<file path="src/rtl/regfile_writeback_queue.sv">
// regfile_writeback_queue: in-order result FIFO draining into the register-file write port, with bypass lookups
module regfile_writeback_queue #(
    parameter int BIT_NUMBER  = 64,
    parameter int ADDR_NUMBER = 5,
    parameter int DEPTH       = 4
) (
    input  logic                     clk,
    input  logic                     reset,
    input  logic                     in_valid,
    input  logic [ADDR_NUMBER-1:0]   in_addr,
    input  logic [BIT_NUMBER-1:0]    in_data,
    output logic                     in_ready,
    input  logic                     wb_stall,
    input  logic                     flush,
    output logic                     write_enable,
    output logic [ADDR_NUMBER-1:0]   dest_addr,
    output logic [BIT_NUMBER-1:0]    write_data,
    input  logic [ADDR_NUMBER-1:0]   lk_addr_1,
    input  logic [ADDR_NUMBER-1:0]   lk_addr_2,
    output logic                     lk_hit_1,
    output logic                     lk_hit_2,
    output logic [BIT_NUMBER-1:0]    lk_data_1,
    output logic [BIT_NUMBER-1:0]    lk_data_2,
    output logic [$clog2(DEPTH):0]   count
);
    localparam int PW = $clog2(DEPTH);
    localparam int CW = PW + 1;

    logic [DEPTH-1:0]       valid_q, valid_d;
    logic [ADDR_NUMBER-1:0] addr_q [DEPTH];
    logic [BIT_NUMBER-1:0]  data_q [DEPTH];
    logic [PW-1:0]          head_q, head_d, tail_q, tail_d;
    logic [CW-1:0]          count_q, count_d;
    logic                   push, pop, busy;

    assign busy         = count_q != '0;
    assign in_ready     = !flush && (count_q < CW'(DEPTH));
    assign write_enable = busy && !wb_stall && !flush;
    assign push         = in_valid && in_ready;
    assign pop          = write_enable;
    assign dest_addr    = busy ? addr_q[head_q] : '0;
    assign write_data   = busy ? data_q[head_q] : '0;
    assign count        = count_q;

    // Youngest match wins: scan oldest to youngest so later hits overwrite earlier ones.
    function automatic logic [BIT_NUMBER:0] lookup(input logic [ADDR_NUMBER-1:0] a);
        logic [BIT_NUMBER:0] r;
        logic [PW-1:0]       idx;
        r = '0;
        for (int i = 0; i < DEPTH; i++) begin
            idx = head_q + PW'(i);
            if (valid_q[idx] && addr_q[idx] == a) r = {1'b1, data_q[idx]};
        end
        return r;
    endfunction

    assign {lk_hit_1, lk_data_1} = lookup(lk_addr_1);
    assign {lk_hit_2, lk_data_2} = lookup(lk_addr_2);

    // Pointer, occupancy and valid-bit next state; flush overrides push and pop.
    always_comb begin
        valid_d = valid_q;
        head_d  = head_q;
        tail_d  = tail_q;
        count_d = count_q;
        if (flush) begin
            valid_d = '0;
            head_d  = '0;
            tail_d  = '0;
            count_d = '0;
        end else begin
            if (pop) begin
                valid_d[head_q] = 1'b0;
                head_d          = head_q + 1'b1;
            end
            if (push) begin
                valid_d[tail_q] = 1'b1;
                tail_d          = tail_q + 1'b1;
            end
            count_d = count_q + CW'(push) - CW'(pop);
        end
    end

    // Control state with asynchronous clear.
    always_ff @(posedge clk or posedge reset) begin
        if (reset) begin
            valid_q <= '0;
            head_q  <= '0;
            tail_q  <= '0;
            count_q <= '0;
        end else begin
            valid_q <= valid_d;
            head_q  <= head_d;
            tail_q  <= tail_d;
            count_q <= count_d;
        end
    end

    // Payload storage; contents are qualified by valid bits, so no reset needed.
    always_ff @(posedge clk) begin
        if (push) begin
            addr_q[tail_q] <= in_addr;
            data_q[tail_q] <= in_data;
        end
    end
endmodule

</file>
<file path="config.mk">
export PLATFORM = sky130hd
export DESIGN_NAME = regfile_writeback_queue
export DESIGN_NICKNAME = d
export VERILOG_FILES = /design/src/rtl/regfile_writeback_queue.sv
export SDC_FILE = /design/constraint.sdc
export NUM_CORES = 1
export LEC_CHECK = 0
export CAP_MARGIN = 20
export CELL_PAD_IN_SITES_DETAIL_PLACEMENT = 0
export CELL_PAD_IN_SITES_GLOBAL_PLACEMENT = 1
export CORE_MARGIN = 10
export CORE_UTILIZATION = 47
export CTS_CLUSTER_SIZE = 20
export DETAILED_ROUTE_END_ITERATION = 8
export PLACE_DENSITY_LB_ADDON = 0.1
export SLEW_MARGIN = 20
export SYNTH_ARGS = -nofsm -noshare
export SYNTH_HDL_FRONTEND = slang
export SYNTH_SLANG_ARGS = --single-unit
</file>
<file path="constraint.sdc">
create_clock -name clk -period 5.5 [get_ports clk]
set_input_delay 0.55 -clock clk [delete_from_list [all_inputs] [get_ports clk]]
set_output_delay 0.55 -clock clk [all_outputs]
set_load 0.05 [all_outputs]
</file>
Word level (Yosys, flattened, before mapping)
Memories as Yosys holds them, arrays and structs flattened.
Index checks and enable logic that the tools add are counted.
Storage, ports and cells
  bits of input ports: 84
  output and inout bits: 204
  register bits: 11
  bits in latches: 0
  word-level logic and storage cells: 83
  RAM bits: 276
  memories kept: 2
  memory bits (read-only): 0
Operators by class
  div/mod/pow operators: 0
  reduce and logical (&&, ||, !) cells: 19
  add/sub/neg operators: 6
  bitwise gates (word level): 3
  equal/unequal tests: 8
  $mul: 0
  multiplexer cells: 33
  order comparisons: 8
  shift-type cells: 0
Memory list
  data_q: words 4, bits a word 64, read ports 4, clocked after memory_dff 0, write ports 1, line 31  | logic [BIT_NUMBER-1:0] data_q [DEPTH];
  addr_q: words 4, bits a word 5, read ports 4, clocked after memory_dff 0, write ports 1, line 30  | logic [ADDR_NUMBER-1:0] addr_q [DEPTH];
Operators with widths (number)
  65-bit two-way mux: 8
  64-bit two-way mux: 1
  5-bit == test: 8
  4-bit two-way mux: 4
  2-bit by 3-bit < comparator with 1-bit output (second input constant): 5
  1-bit logical AND: 14
  1-bit binary-select mux with 2-bit select: 4
  1-bit two-way mux: 8
  2-bit two-way mux: 4
  5-bit two-way mux: 1
  2-bit by 1-bit adder with 2-bit output (second input constant): 2
  2-bit adder (second input constant): 2
  4-bit bitwise AND: 1
  1-bit demux with 2-bit select: 2
  2-bit by 1-bit greater-or-equal comparator with 1-bit output (second input constant): 2
  4-bit inverter: 1
  4-bit bitwise OR: 1
  2-bit nonzero test: 2
  3-bit by 1-bit adder with 3-bit output: 1
  3-bit < comparator (second input constant): 1
  3-bit two-way mux: 1
  3-bit nonzero test: 1
  3-bit by 1-bit subtractor with 3-bit output: 1
  1-bit zero test: 2

Longest topological paths before layout
  depth in word-level cells: 11
  gate-level depth with buffers: 19
  mapped depth without buffers: 9

Worst setup path after synthesis
OpenSTA, ideal clock, no wires.
  kind: register to output
  from: reg head_q[1]
  to: out lk_data_2[0]
  buffers on the path: 7
  required time: 4.950 ns
  cell stages (with the launch flop): 15
  slack: 0.127 ns
  data arrival time: 4.823 ns
  cells stage by stage: dfrtp_1 clkbuf_1 buf_2 buf_1 clkbuf_1 buf_2 inv_1 ha_1 buf_4 buf_2 mux4_2 and3_1 a211oi_1 a221oi_1 o31ai_1
Between the ends
  word-level cells in the longest chain between the ends: 7
  elaborated cells between the ends (all ways): 25
  classes of those cells: 3 x add/sub; 4 x eq/ne; 12 x mux; 4 x reduce/logical; 2 x memory
RTL lines
  start: declaration: line 32  | logic [PW-1:0] head_q, head_d, tail_q, tail_d;
  start signal: assignment: line 88  | head_q <= '0;
  start signal: assignment: line 93  | head_q <= head_d;
  2-bit by 1-bit adder with 2-bit output (tied with other cells): line 51  | idx = head_q + PW'(i);
  memory 4 x 5 bit (tied with other cells)
  5-bit == test (tied with other cells): line 52  | if (valid_q[idx] && addr_q[idx] == a) r = {1'b1, data_q[idx]};
  1-bit logical AND or 65-bit two-way mux (tied branches): line 52
  65-bit two-way mux (2 in a row): line 52
  65-bit two-way mux (*): line 52
  end: declaration: line 23  | output logic [BIT_NUMBER-1:0] lk_data_2,
Mark *: on every way between the ends. The rest lies on a longest branch, timed or not. The select of a mux whose other input is x is not followed.

Worst setup path in the final report
  from: reg head_q[0]
  to: out lk_data_1[33]
Between the ends
  word-level cells in the longest chain between the ends: 7
  elaborated cells between the ends (all ways): 25
  classes of those cells: 3 x add/sub; 4 x eq/ne; 12 x mux; 4 x reduce/logical; 2 x memory
RTL lines
  2-bit by 1-bit adder with 2-bit output (tied with other cells): line 51
  memory 4 x 5 bit (tied with other cells)
  5-bit == test (tied with other cells): line 52
  1-bit logical AND or 65-bit two-way mux (tied branches): line 52
  65-bit two-way mux (2 in a row): line 52
  65-bit two-way mux (*): line 52
  end: declaration: line 22  | output logic [BIT_NUMBER-1:0] lk_data_1,
Marks and branches as above.

==> flow_summary_export.csv <==
group,metric,value,unit
outcome,outcome,"complete, no violations",
yosys,syn_avg_cell_area,13.8,µm²
worst_setup_path,worstSetupStartpoint,"head_q[0]",
cells_and_area,nFillCells,3421,
sta,hold_ws,0.310,ns
worst_setup_path,r2r-start,"count[2]",
grt,grt_usage,0.241,
cts,cts_buffer_depth,3,
floorplan,core_area,44400,µm²
floorplan,start_util,0.478,
cts,cts.sinks,287,
yosys,netlist_instances,1545,
yosys,synthArstFlopShare,0.0383,
power_and_ir_drop,powerDensity,406,nW/µm²
routing,drc,0,
grt,grt_first_pass_wirelength,99.6,mm
yosys,ys_ff_latch,287,
yosys,synth_area_leaders,"edfxtp_1 (39%), mux4_2 (29%), o221ai_2 (4.2%)",
grt,antenna_found_initial,11,
grt,grt-ovfl-total,0,
yosys,syn_nets,1639,
cts,clk_latency,0.54,ns
cells_and_area,layout-area-overhead-vs-synth,27.1,%
cts,cts_tree,"built",
routing,drt-initial-drc-count,1607,
yosys,ys.warnings.count,0,
cells_and_area,instances_no_fill,2373,
grt,grt_use_met1,0.300,
floorplan,fp.dieW,233,µm
yosys,synth_ff_type,"edfxtp_1",
cts,cts_buffers,36,
worst_setup_path,crit_type,"flip-flop to output port",
placed_design,hpwl,42.6,mm
worst_setup_path,worstSetupEndpoint,"lk_data_1[33]",
power_and_ir_drop,peakVddDrop,0.314,mV
worst_setup_path,cp-start-kind,"flip-flop",
sta,tns,0,ns
placed_design,io_buffers,287,
yosys,ys_seq_area_frac,0.403,
yosys,ys_types,43,
routing,drtAntennaViolNets,0,
cells_and_area,layout.nets,1846,
sta,drv_slew,0,
routing,dr.pass1.iters,6,
routing,wl_per_cell,27.8,µm
worst_setup_path,arrival,4.70,ns
sta,worst_slew_pin_slew,0.996,ns
sta,fin_crit,5.25,ns
worst_setup_path,crit_path_end_kind,"output port",
job,timing.max_cap.violations,0,
grt,top_usage_layer,"met2",
worst_setup_path,crit_required,4.95,ns
sta,setup_viol,0,
min_path,holdCritPathClass,"input pin to asynchronous set/reset pin",
floorplan,die_h,233,µm
sta,hold_viol_final,0,
yosys,synth_edf_count,276,
routing,viasPerCell,6.64,
sta,rsz0062_at_grt,"false",
routing,wl,66.0,mm
placed_design,place_congestion,0.843,
sta,fmax,191,MHz
floorplan,num_io_pins,288,
worst_setup_path,cp_max_fo,39,
grt,use_met3,0.0578,
cts,cts_hold_buf,0,
power_and_ir_drop,p_leak,0.00883,µW
sta,max_slew_margin,0.336,
worst_setup_path,reg2reg_depth,4,
cts,h-tree-depth,2,
placed_design,place_inst,2303,
grt,use_met2,0.407,
sta,finClkSkew,0.0188,ns
routing,vias,15800,
yosys,synth_commonest_cells,"edfxtp_1 (276), mux4_2 (273), nand2_1 (151)",
worst_setup_path,r2r-end,"data_q[1][51]",
worst_setup_path,r2r_setup_slack,2.75,ns
yosys,netlist.area_leader.share,0.390,
placed_design,dp_slack,0.722,ns
sta,fin_ws,0.253,ns
grt,grt_max_degree,130,
yosys,synth_top_area_cell,"edfxtp_1",
cells_and_area,drive_gt1_frac,0.325,
floorplan,die-area,54100,µm²
floorplan,row_count,77,
yosys,yosysMostFrequentCell,"edfxtp_1",
sta,finalCritPeriodShare,0.954,
grt,first_global_vias,15900,
yosys,synthesis.area,21200,µm²
cts,clockRootBuffer,"clkbuf_16",
cts,clk_pin_slew,0.06,ns
==> how the worst min path moves through the flow <==
stage / startpoint / endpoint / slack, ns / depth (start not counted)
after floorplan: reset / count[0] / 0.40 / 1
after global placement: valid_q[2] / valid_q[2] / 0.57 / 2
after detailed placement: valid_q[3] / valid_q[3] / 0.59 / 2
after CTS: reset / valid_q[2] / 0.31 / 2
after global routing: reset / tail_q[1] / 0.34 / 2
final: reset / valid_q[2] / 0.31 / 2
==> metrics by stage <==
stage | total power, µW | instance area, µm² | utilization
after global routing | 11500 | 27000 | 0.608
after floorplan | 7170 | 21200 | -
after global placement | 8640 | 25800 | 0.580
after detailed placement | 8680 | 25800 | 0.580
after CTS | 11000 | 26900 | 0.606
final | 10900 | 27000 | 0.608
==> sequential cells by signal (all words and copies together), names as in the netlist <==
register	count
head_q	2
valid_q	4
data_q	256
tail_q	2
addr_q	20
count	3
==> layer usage <==
metal | routed length [µm] | vias to the layer above
met1 | 25300 | 8064
met4 | 1720 | 10
li1 | - | 6763
met3 | 5980 | 129
met5 | 80 | -
met2 | 33000 | 787
==> logic make-up (layout without fill, tap and decap cells) <==
family | count (synthesis) | after routing | synth area share
muxes | 341 | 341 | 0.327
DFF | 287 | 287 | 0.403
AOI/OAI and AO/OA | 321 | 321 | 0.121
other | 0 | 6 | 0
xor gates and xnor gates | 45 | 45 | 0.0189
and+or+nand+nor | 371 | 371 | 0.0841
adders and majority gates | 10 | 10 | 0.00624
buffers and inverters | 170 | 400 | 0.0403
==> area by class of cell <==
type,instances,area (µm²),share of cell area
diodes,6,15.0,0.000556
clock buffers,49,991,0.0367
clock inverters,12,154,0.00570
inverters,6,22.5,0.000834
multi-input cells,1088,11900,0.442
flip-flops and latches,287,8570,0.318
well taps,592,741,0.0274
repair buffers,333,4570,0.169
==> where the power goes <==
group	leakage [µW]	switching (µW)	total [µW]	internal, µW
logic	0.00562	3400	5930	2530
registers	0.00265	126	2690	2560
clock network	0.000558	890	2330	1440
==> repair_timing <==
item	in CTS	in global routing
endpoints found under the setup margin	0	12
buffers inserted	0	3
resized for setup	0	1
==> worst max-delay path, stage by stage (launching register included) <==
cell and delay [ns]:
dfrtp_4 0.59, buf_4 0.59, mux4_1 0.70, xor2_1 0.17
nor4_1 0.52, and3_2 0.31, buf_4 0.39, buf_4 0.30
a21oi_1 0.07, a21oi_1 0.29, buf_12 0.18
==> layout by cell type (no fill, tap or decap), drive strengths merged, types with 8 or more instances in the layout <==
| cell type | count |
|---|---|
| edfxtp | 276 |
| buf | 176 |
| clkinv | 8 |
| nor2 | 64 |
| xnor2 | 30 |
| nand2 | 151 |
| xor2 | 15 |
| dfrtp | 11 |
| a221oi | 16 |
| o21ai | 27 |
| ha | 9 |
| and2 | 8 |
| a21oi | 107 |
| o211ai | 51 |
| nor3 | 8 |
| nor2b | 72 |
| clkbuf | 49 |
| mux4 | 280 |
| and3 | 57 |
| mux2i | 61 |
| o221ai | 61 |
| clkdlybuf4s50 | 157 |
| a21boi | 51 |
Note: power is estimated with default switching activity, not from simulation.
